File: src/rtl/counter_pkg.sv
// Shared types and helpers for the up/down counter family.
package counter_pkg;

  // Widest counter the helper functions support.
  localparam int unsigned CNT_MAX_W = 32;

  // Bound behaviour selected by the sat input.
  typedef enum logic {
    CNT_WRAP = 1'b0,
    CNT_SAT  = 1'b1
  } cnt_mode_e;

  // Limit a load value to the counter's range.
  function automatic logic [CNT_MAX_W-1:0] clamp_load(input logic [CNT_MAX_W-1:0] load_val,
                                                      input logic [CNT_MAX_W-1:0] max_val);
    return (load_val > max_val) ? max_val : load_val;
  endfunction

endpackage

File: src/rtl/cnt_prescaler.sv
// Enable prescaler: emits one tick per PRESC_DIV enabled cycles.
// The count holds while en is low; clr restarts the grouping.
module cnt_prescaler #(
  parameter int unsigned PRESC_DIV = 4
) (
  input  logic clk50m,
  input  logic rst_n,
  input  logic en,
  input  logic clr,
  output logic tick
);

  // At least one bit so PRESC_DIV=1 still elaborates.
  localparam int unsigned PW = (PRESC_DIV > 1) ? $clog2(PRESC_DIV) : 1;
  localparam logic [PW-1:0] LAST = PW'(PRESC_DIV - 1);

  logic [PW-1:0] presc_q, presc_d;

  // Next prescaler value and tick decode.
  always_comb begin
    presc_d = presc_q;
    tick    = en && (presc_q == LAST);
    if (clr) begin
      presc_d = '0;
    end else if (en) begin
      presc_d = (presc_q == LAST) ? '0 : presc_q + 1'b1;
    end
  end

  // Prescaler register.
  always_ff @(posedge clk50m or negedge rst_n) begin
    if (!rst_n) begin
      presc_q <= '0;
    end else begin
      presc_q <= presc_d;
    end
  end

endmodule

File: src/rtl/counter_updn_mod.sv
// Up/down counter with programmable modulus, synchronous clear/load,
// wrap or saturate mode and terminal-count flags.
// Optional prescaler built when CNT_UPDN_PRESC_EN is defined.
module counter_updn_mod
  import counter_pkg::*;
#(
  parameter int unsigned WIDTH     = 8,
  parameter int unsigned MAX_VAL   = 2**WIDTH - 1,
  parameter int unsigned PRESC_DIV = 4
) (
  input  logic             clk50m,
  input  logic             rst_n,
  input  logic             en,
  input  logic             down,
  input  logic             clr,
  input  logic             load,
  input  logic [WIDTH-1:0] load_val,
  input  logic             sat,
  output logic [WIDTH-1:0] cnt,
  output logic             at_max,
  output logic             at_min,
  output logic             tc
);

  localparam logic [WIDTH-1:0] MAX = WIDTH'(MAX_VAL);

  logic [WIDTH-1:0] cnt_q, cnt_d;
  logic             tc_q, tc_d;
  logic [WIDTH-1:0] load_clamped;
  logic             tick;
  logic             step;
  cnt_mode_e        mode;

`ifdef CNT_UPDN_PRESC_EN
  cnt_prescaler #(
    .PRESC_DIV (PRESC_DIV)
  ) u_prescaler (
    .clk50m (clk50m),
    .rst_n  (rst_n),
    .en     (en),
    .clr    (clr | load),
    .tick   (tick)
  );
`else
  logic unused_presc;
  assign unused_presc = ^PRESC_DIV;
  assign tick = 1'b1;
`endif

  assign load_clamped = WIDTH'(clamp_load(CNT_MAX_W'(load_val), CNT_MAX_W'(MAX_VAL)));
  assign mode         = sat ? CNT_SAT : CNT_WRAP;
  assign step         = en && tick && !clr && !load;

  // Next count and terminal-count pulse; any non-step cycle clears tc.
  always_comb begin
    cnt_d = cnt_q;
    tc_d  = 1'b0;
    if (clr) begin
      cnt_d = '0;
    end else if (load) begin
      cnt_d = load_clamped;
    end else if (step) begin
      // cnt_q never exceeds MAX, so +1/-1 below never overflow.
      case (mode)
        CNT_WRAP: begin
          if (!down) begin
            if (cnt_q == MAX) begin
              cnt_d = '0;
              tc_d  = 1'b1;
            end else begin
              cnt_d = cnt_q + 1'b1;
            end
          end else begin
            if (cnt_q == '0) begin
              cnt_d = MAX;
              tc_d  = 1'b1;
            end else begin
              cnt_d = cnt_q - 1'b1;
            end
          end
        end
        CNT_SAT: begin
          if (!down) begin
            if (cnt_q != MAX) begin
              cnt_d = cnt_q + 1'b1;
              tc_d  = (cnt_d == MAX);
            end
          end else begin
            if (cnt_q != '0) begin
              cnt_d = cnt_q - 1'b1;
              tc_d  = (cnt_d == '0);
            end
          end
        end
        default: begin
          cnt_d = cnt_q;
        end
      endcase
    end
  end

  // Count and tc registers.
  always_ff @(posedge clk50m or negedge rst_n) begin
    if (!rst_n) begin
      cnt_q <= '0;
      tc_q  <= 1'b0;
    end else begin
      cnt_q <= cnt_d;
      tc_q  <= tc_d;
    end
  end

  // Bound flags decoded straight from the count register.
  always_comb begin
    cnt    = cnt_q;
    tc     = tc_q;
    at_max = (cnt_q == MAX);
    at_min = (cnt_q == '0);
  end

endmodule

File: config.mk
export PLATFORM = sky130hd
export DESIGN_NAME = counter_updn_mod
export DESIGN_NICKNAME = d
export VERILOG_FILES = /design/src/rtl/counter_pkg.sv /design/src/rtl/cnt_prescaler.sv /design/src/rtl/counter_updn_mod.sv
export SDC_FILE = /design/constraint.sdc
export NUM_CORES = 1
export LEC_CHECK = 0
export ABC_CLOCK_PERIOD_IN_PS = 4500
export BUFFER_PORTS_ARGS = -buffer_cell sky130_fd_sc_hd__buf_4
export CORE_UTILIZATION = 37
export DETAILED_ROUTE_END_ITERATION = 10
export GPL_ROUTABILITY_DRIVEN = 0
export SKIP_CTS_REPAIR_TIMING = 1
export SKIP_LAST_GASP = 1
export SYNTH_ARGS = -nofsm -noshare
export SYNTH_HDL_FRONTEND = slang
export SYNTH_SLANG_ARGS = --single-unit
File: constraint.sdc
create_clock -name clk50m -period 4.5 [get_ports clk50m]
set_clock_uncertainty 0.15 [all_clocks]
set_input_delay 0.45 -clock clk50m [delete_from_list [all_inputs] [get_ports clk50m]]
set_output_delay 0.45 -clock clk50m [all_outputs]
set_load 0.02 [all_outputs]
==> metrics.yaml, run 1 <==
nets: 187
cts_tree: "done"
post-route-min-period_ns: 2.73
synth_nets: 170
insertion_delay_ns: 0.26
internal-power_uw: 191
required_ns: 3.90
worstPathMaxFanout: 17
postRouteAntennaNets: 0
area_delta_synth_final_pct: 16.8
grt_remaining_overflow: 0
cp-end-kind: "primary output"
wl_per_cell_um: 17.5
critPathKind: "reg -> out"
die_area_mm2: 0.00332
regToRegSetupSlack_ns: 1.85
finalWirelength_mm: 3.45
grt_antenna_before_repair: 0
n_antenna_cell: 0
switching_share: 0.428
dp_hpwl_mm: 2.50
worst_r2r_path_depth: 7
grt_pass1_vias: 1121
clk_path_buf_depth: 2
core_mm2: 0.00285
cap_violations: 0
cp_num_buf_inv: 2
cts_sinks: 9
path_delay_family: "simple AND/OR/NAND/NOR gates"
path_clk_slew_ns: 0.06
holdCritPathClass: "in -> reg"
failed_checks: "design-rule violations"
synth_cell_types: 54
portBuffers: 25
finalSetupTns_ns: 0
grt_max_degree: 18
die_w_um: 57.7
synth-edff-count: 0
setup_viol: 0
fmax_mhz: 366
pwr-share-comb: 0.450
min_path_cells: 2
worstPathArrival_ns: 2.13
synth_area_leaders: "dfrtp_1 20%, ha_1 5.5%, nor2_1 4.3%, nor3_1 3.9%, o21ai_0 3.9%"
layout-drive-gt1-share: 0.199
rsz0062_at_grt: "no"
vdd_drop_max_uv: 119
worstHoldStart: "clr"
netlist_area_mm2: 0.00115
post-synth-top-count-cell: "nor2_1"
fp.dieH_um: 57.7
outcome: "finished, violations left"
r2r-end: "cnt[2]"
power_frac_seq: 0.358
yosys.area.top_type: "dfrtp_1"
worstMarginPinSlew_ns: 0.785
track_usage: 0.220
grt_pass1_wl_mm: 5.63
finalCritPeriodShare: 0.607
synth_top_cell_area_share: 0.197
cts_root_buf: "clkbuf_4"
reg2reg_from: "cnt[0]"
drc_errors: 2
io_pins: 26
drv_slew: 0
viasPerCell: 6.42
worstPathCellList: "nor4_1, nand3_1, inv_1, buf_4"
critical_path.max_stage_delay_ns: 0.75
synth_seq_area_share: 0.197
synth-seq-cells: 9
min_to: "cnt[6]"
cellLeakagePower_uw: 0.000557
cts_buffers: 3
total_power_uw: 334
power_density_mw_per_mm2: 249
cp-start-kind: "register"
synthCells: 150
hold_viol_final: 0
rows: 19
async_flop_share: 1.00
firstDrtPassIters: 7
syn_area_per_cell_um2: 7.64
vias: 1264
ys.warnings.count: 0
relSlewSlack: 0.472
initial_core_util: 0.402
p_clk_frac: 0.192
initialDrtViolationCount: 69
h-tree-depth: 1
cpMaxStageDelayCell: "nor4_1"
synthFlopType: "dfrtp_1"
p_switching_uw: 143
layer usage:
metal	routed length [um]	vias up	track usage	share of wire
li1	-	606	-	-
met3	242	8	0.0491	0.070
met1	1530	590	0.304	0.44
met5	0	-	0	0
met2	1610	60	0.341	0.47
met4	69	0	0.0782	0.020
metrics by stage:
stage	cell area, um2	instances	setup WS (ns)	utilization	hold slack, ns
floorplan	1150	150	1.96	-	0.00441
global placement	1300	192	1.95	0.457	0.134
detailed placement	1300	192	1.88	0.457	0.132
CTS	1330	196	1.79	0.466	-0.154
global route	1340	197	1.60	0.469	0.278
finish	1340	197	1.77	0.469	0.279
cells in the final DEF (no fill, tap or decap), drive strengths merged, types with 3 or more instances in the layout:
master  count
ha          5
nor2       13
o211ai      3
dfrtp       9
inv         9
buf        25
nand2b      4
nand3       6
xnor2       4
o21ai       9
a21oi       3
o22ai       3
clkbuf      4
nand2       9
nor3        9
a211oi      4
kinds of logic after synthesis:
logic type / count (synthesis) / synth area share
simple gates: 59 / 0.281
compound gates: 47 / 0.322
buf+inv: 23 / 0.0906
flops: 9 / 0.197
xor+xnor: 6 / 0.0459
fa+ha+maj: 5 / 0.0546
mux: 1 / 0.00982
power groups by stage:
stage	combinational, uW	clock [uW]	sequential (uW)
after floorplan	113	0	107
after global placement	148	0	120
after detailed placement	147	0	120
after CTS	148	66.5	118
after global routing	165	71.0	122
final	150	64.1	120
registers in the layout (all words and copies together), names as in the netlist:
register  flops
tc            1
cnt           8
worst register-to-register path, cell delays in order (launching register included):
cell and delay, ns:
dfrtp_1 0.54, inv_1 0.18, ha_1 0.20, or4b_4 0.53, o22ai_4 0.22, a31o_2 0.35, o21ba_1 0.19, o22a_1 0.19
how the worst max path moves through the flow:
stage            from  cells after the start  endpoint
4_1_cts        cnt[2]                      4    at_min
6_report       cnt[2]                      4    at_min
3_5_place_dp   cnt[0]                      7    cnt[2]
3_3_place_gp   cnt[0]                      7    cnt[2]
5_1_grt        cnt[2]                      4    at_min
2_1_floorplan  cnt[0]                      9    cnt[5]
area by class of cell:
class	count	area, um2
Tap cell	31	38.8
Sequential cell	9	225
Clock buffer	4	26.3
Inverter	9	33.8
Fill cell	274	1510
Timing Repair Buffer	26	198
Multi-Input combinational cell	118	817
Power figures use the tool's default switching activity.
==> run 2: changes to the inputs <==
ABC_CLOCK_PERIOD_IN_PS = 2650   (was 4500)
clock period = 2.65 ns   (was 4.5 ns; I/O delays follow)
==> metrics.yaml, run 2 (synthesized netlist as in run 1, its figures left out) <==
vdd_drop_max_uv: 246  # +110%
h-tree-depth: 1  # unchanged
whs_ns: 0.0712  # -0.207 ns
grt_antenna_before_repair: 0  # unchanged
clk_path_buf_depth: 2  # unchanged
worstMarginPinSlew_ns: 0.539  # -0.245 ns
n_antenna_cell: 0  # unchanged
drv_slew: 0  # unchanged
cts_sinks: 9  # unchanged
rows: 19  # unchanged
die_area_mm2: 0.00332  # unchanged
viasPerCell: 6.61  # +3.0%
setup_viol: 0  # unchanged
io_pins: 26  # unchanged
dp_hpwl_mm: 2.76  # +10%
nets: 198  # +5.9%
post-route-min-period_ns: 2.36
cts_root_buf: "clkbuf_4"
wl_per_cell_um: 18.1  # +3.6%
finalWirelength_mm: 3.77  # +9.3%
grt_pass1_wl_mm: 6.31  # +12%
firstDrtPassIters: 7  # unchanged
startpoint: "cnt[0]"
core_mm2: 0.00285  # unchanged
relSlewSlack: 0.638  # +0.166
most-common-layout-cells: "36 x buf_4, 13 x nor2_1"
area_delta_synth_final_pct: 24.0
cp-start-kind: "register"
finalSetupTns_ns: 0  # unchanged
initialDrtViolationCount: 105  # +52%
nFillCells: 281  # +2.6%
worstHoldStart: "clr"
grt_remaining_overflow: 0  # unchanged
cap_violations: 0  # unchanged
largest_reg_flops: 8  # unchanged
cts_buffers: 3  # unchanged
required_ns: 2.66  # -1.24 ns
track_usage: 0.247  # +0.0266
holdCritPathClass: "in -> reg"
portBuffers: 25  # unchanged
cellLeakagePower_uw: 0.000612  # +10%
insertion_delay_ns: 0.28  # +0.02 ns
worstPathArrival_ns: 2.38  # +0.25 ns
worstPathMaxFanout: 8  # -9
hold_viol_final: 0  # unchanged
failed_checks: "design-rule violations"
cts_tree: "done"
critPathKind: "reg -> reg"
grt_pass1_vias: 1258  # +12%
outcome: "finished, violations left"
initial_core_util: 0.402  # unchanged
die_w_um: 57.7  # unchanged
vias: 1375  # +8.8%
reg2reg_from: "cnt[0]"
path_clk_slew_ns: 0.08  # +0.02 ns
grt_max_degree: 16  # -2
rsz0062_at_grt: "no"
layout-drive-gt1-share: 0.249  # +0.0498
fmax_mhz: 423
drc_errors: 2  # unchanged
fp.dieH_um: 57.7  # unchanged
cp-end-kind: "register"
layout_commonest_cell: "buf_4"
power_density_mw_per_mm2: 426  # +71%
finalCritPeriodShare: 0.892
postRouteAntennaNets: 0  # unchanged
[run 2: changes by cell type in the layout (fill, tap and decap cells not counted), sizes merged]
cell  delta
buf     +11
[run 2: final timing paths]
| path | to | slack [ns] | depth (start not counted) |
|---|---|---|---|
| min in group asynchronous | cnt[7] | 0.19 | 2 |
| setup reg to reg | cnt[2] | 0.29 | 7 |
| setup / recovery | cnt[2] | 0.29 | 7 |
| hold / removal | cnt[6] | 0.07 | 2 |
| hold reg to reg | cnt[0] | 0.56 | 3 |
| max in group asynchronous | cnt[4] | 1.99 | 2 |
[run 2: metrics by stage]
stage          setup slack [ns]  instance area [um2]   util  instances  total power (uW)
2_1_floorplan             0.113                 1150      -        150               375
3_3_place_gp              0.412                 1390  0.486        203               481
3_5_place_dp              0.339                 1390  0.486        203               481
4_1_cts                   0.310                 1410  0.495        207               600
5_1_grt                   0.199                 1420  0.498        208               648
6_report                  0.286                 1420  0.498        208               606
[run 2: final cells by class]
type / instances / area, um2 / share of cell area
clock buffers: 4 / 26.3 / 0.0185
inverters: 9 / 33.8 / 0.0238
multi-input cells: 118 / 817 / 0.575
flip-flops and latches: 9 / 225 / 0.158
well taps: 31 / 38.8 / 0.0273
repair buffers: 37 / 280 / 0.197
[run 2: routing by layer]
layer | routed length [um] | GRT usage
met1 | 1530 | 0.339
met2 | 1740 | 0.372
met3 | 386 | 0.0446
met4 | 123 | 0.126
met5 | 0 | 0
[run 2: power breakdown]
group          internal (uW)  switching [uW]  total, uW
sequential               150            26.6        176
clock                   58.5            61.1        120
combinational            136             174        309
[run 2: critical path: stages (launching register included)]
cell and delay (ns):
dfrtp_1 0.39, inv_1 0.10, ha_1 0.19, or4b_4 0.53
o22ai_4 0.22, a31o_2 0.29, o21ba_1 0.18, o22a_1 0.19
==> run 3: changes to the inputs <==
SETUP_SLACK_MARGIN = 0.3   (was unset)
==> metrics.yaml, run 3 (synthesized netlist as in run 1, its figures left out) <==
finalSetupTns_ns: 0  # unchanged
cap_violations: 0  # unchanged
grt_pass1_wl_mm: 6.09  # -3.4%
worstPathArrival_ns: 2.25  # -0.13 ns
power_frac_seq: 0.291  # about the same
most-common-layout-cells: "45 x buf_4, 13 x nor2_1, 9 x nand2_1, 9 x nor3_1, 9 x o21ai_0"
fp.dieH_um: 57.7  # unchanged
critPathKind: "reg -> reg"
worstPathCellList: "buf_4, buf_4, or3_1, and2_1, a211o_1, a211oi_1, o31ai_1"
cp_num_buf_inv: 2  # +1
cp-end-kind: "register"
power_density_mw_per_mm2: 413  # -3.0%
cp-start-kind: "register"
clk_path_buf_depth: 2  # unchanged
path_common_cell: "buf_4"
relSlewSlack: 0.545  # -0.0927
grt_remaining_overflow: 0  # unchanged
outcome: "finished, violations left"
wl_per_cell_um: 18.0  # -0.59%
grt_max_degree: 16  # unchanged
nets: 207  # +4.5%
fmax_mhz: 441  # +4.3%
path_delay_family: "compound AO/OA/AOI/OAI gates"
postRouteAntennaNets: 0  # unchanged
cts_root_buf: "clkbuf_4"
insertion_delay_ns: 0.26  # -0.02 ns
portBuffers: 25  # unchanged
grt_pass1_vias: 1255  # -0.24%
dp_hpwl_mm: 2.77  # +0.50%
critical_path.max_stage_delay_ns: 0.45  # -0.08 ns
track_usage: 0.243  # -0.00353
finalCritPeriodShare: 0.855  # -0.0368
cellLeakagePower_uw: 0.000657  # +7.3%
pwr-share-comb: 0.539  # +0.028
vdd_drop_max_uv: 403  # +64%
worstPathMaxFanout: 5  # -3
io_pins: 26  # unchanged
area_delta_synth_final_pct: 32.8
initialDrtViolationCount: 84  # -20%
die_area_mm2: 0.00332  # unchanged
viasPerCell: 6.33  # -4.3%
holdCritPathClass: "in -> reg"
layout_commonest_cell: "buf_4"
n_antenna_cell: 0  # unchanged
hold_viol_final: 0  # unchanged
rsz0062_at_grt: "no"
path_clk_slew_ns: 0.06  # -0.02 ns
cts_sinks: 9  # unchanged
p_switching_uw: 263  # +0.51%
worstMarginPinSlew_ns: 0.677  # +0.138 ns
firstDrtPassIters: 7  # unchanged
cts_tree: "done"
grt_antenna_before_repair: 0  # unchanged
postLayoutCoreUtil: 0.533  # +0.0351
internal-power_uw: 366  # +6.4%
vias: 1373  # -0.15%
failed_checks: "design-rule violations"
finalWirelength_mm: 3.91  # +3.7%
cpMaxStageDelayCell: "dfrtp_2"
post-route-min-period_ns: 2.27  # -0.0974 ns
initial_core_util: 0.402  # unchanged
rows: 19  # unchanged
die_w_um: 57.7  # unchanged
drc_errors: 1  # -1
layout-drive-gt1-share: 0.323  # +0.0740
switching_share: 0.418  # -0.0140
drv_slew: 0  # unchanged
required_ns: 2.63  # -0.03 ns
cts_buffers: 3  # unchanged
nFillCells: 283  # +0.71%
largest_reg_flops: 8  # unchanged
core_mm2: 0.00285  # unchanged
setup_viol: 0  # unchanged
h-tree-depth: 1  # unchanged
p_clk_frac: 0.170  # -0.028
run 3: path summary, 6_finish.rpt:
kind                            cells past startpoint     end   start  slack (ns)
worst max-delay path                                7  cnt[3]  cnt[1]        0.38
worst min-delay path                                2  cnt[6]     clr        0.11
worst max register to register                      7  cnt[3]  cnt[1]        0.38
worst min register to register                      2  cnt[3]  cnt[3]        0.56
max in group asynchronous                           2  cnt[0]   rst_n        1.99
min in group asynchronous                           2  cnt[6]   rst_n        0.21
run 3: area by class of cell:
type / instances / area (um2) / area share
Multi-Input combinational cell: 118 / 842 / 0.553
Tap cell: 31 / 38.8 / 0.0255
Inverter: 9 / 38.8 / 0.0255
Sequential cell: 9 / 228 / 0.150
Clock buffer: 4 / 26.3 / 0.0173
Timing Repair Buffer: 46 / 348 / 0.229
run 3: per-stage QoR:
stage                     hold slack, ns  std cells  instance area, um2  power, uW  worst slack [ns]
final                              0.107        217                1520        629             0.384
after global placement           -0.0583        202                1400        488             0.366
after floorplan                   -0.181        150                1190        390             0.290
after CTS                         -0.347        206                1430        601             0.322
after global routing              0.0982        217                1520        668             0.299
after detailed placement         -0.0576        202                1400        490             0.342
run 3: power groups by stage:
stage | sequential, uW | clock, uW | combinational, uW
after CTS | 189 | 111 | 301
after global placement | 191 | 0 | 297
final | 183 | 107 | 339
after global routing | 185 | 118 | 364
after floorplan | 184 | 0 | 206
after detailed placement | 191 | 0 | 299
run 3: routing by layer:
layer  track usage  routed length (um)  vias to the layer above  share of wire
met5             0                   0                        -              0
met4         0.109                  85                        0          0.022
met3        0.0647                 305                        8          0.078
met2         0.390                1890                       65           0.48
met1         0.308                1640                      653           0.42
li1              -                   -                      647              -
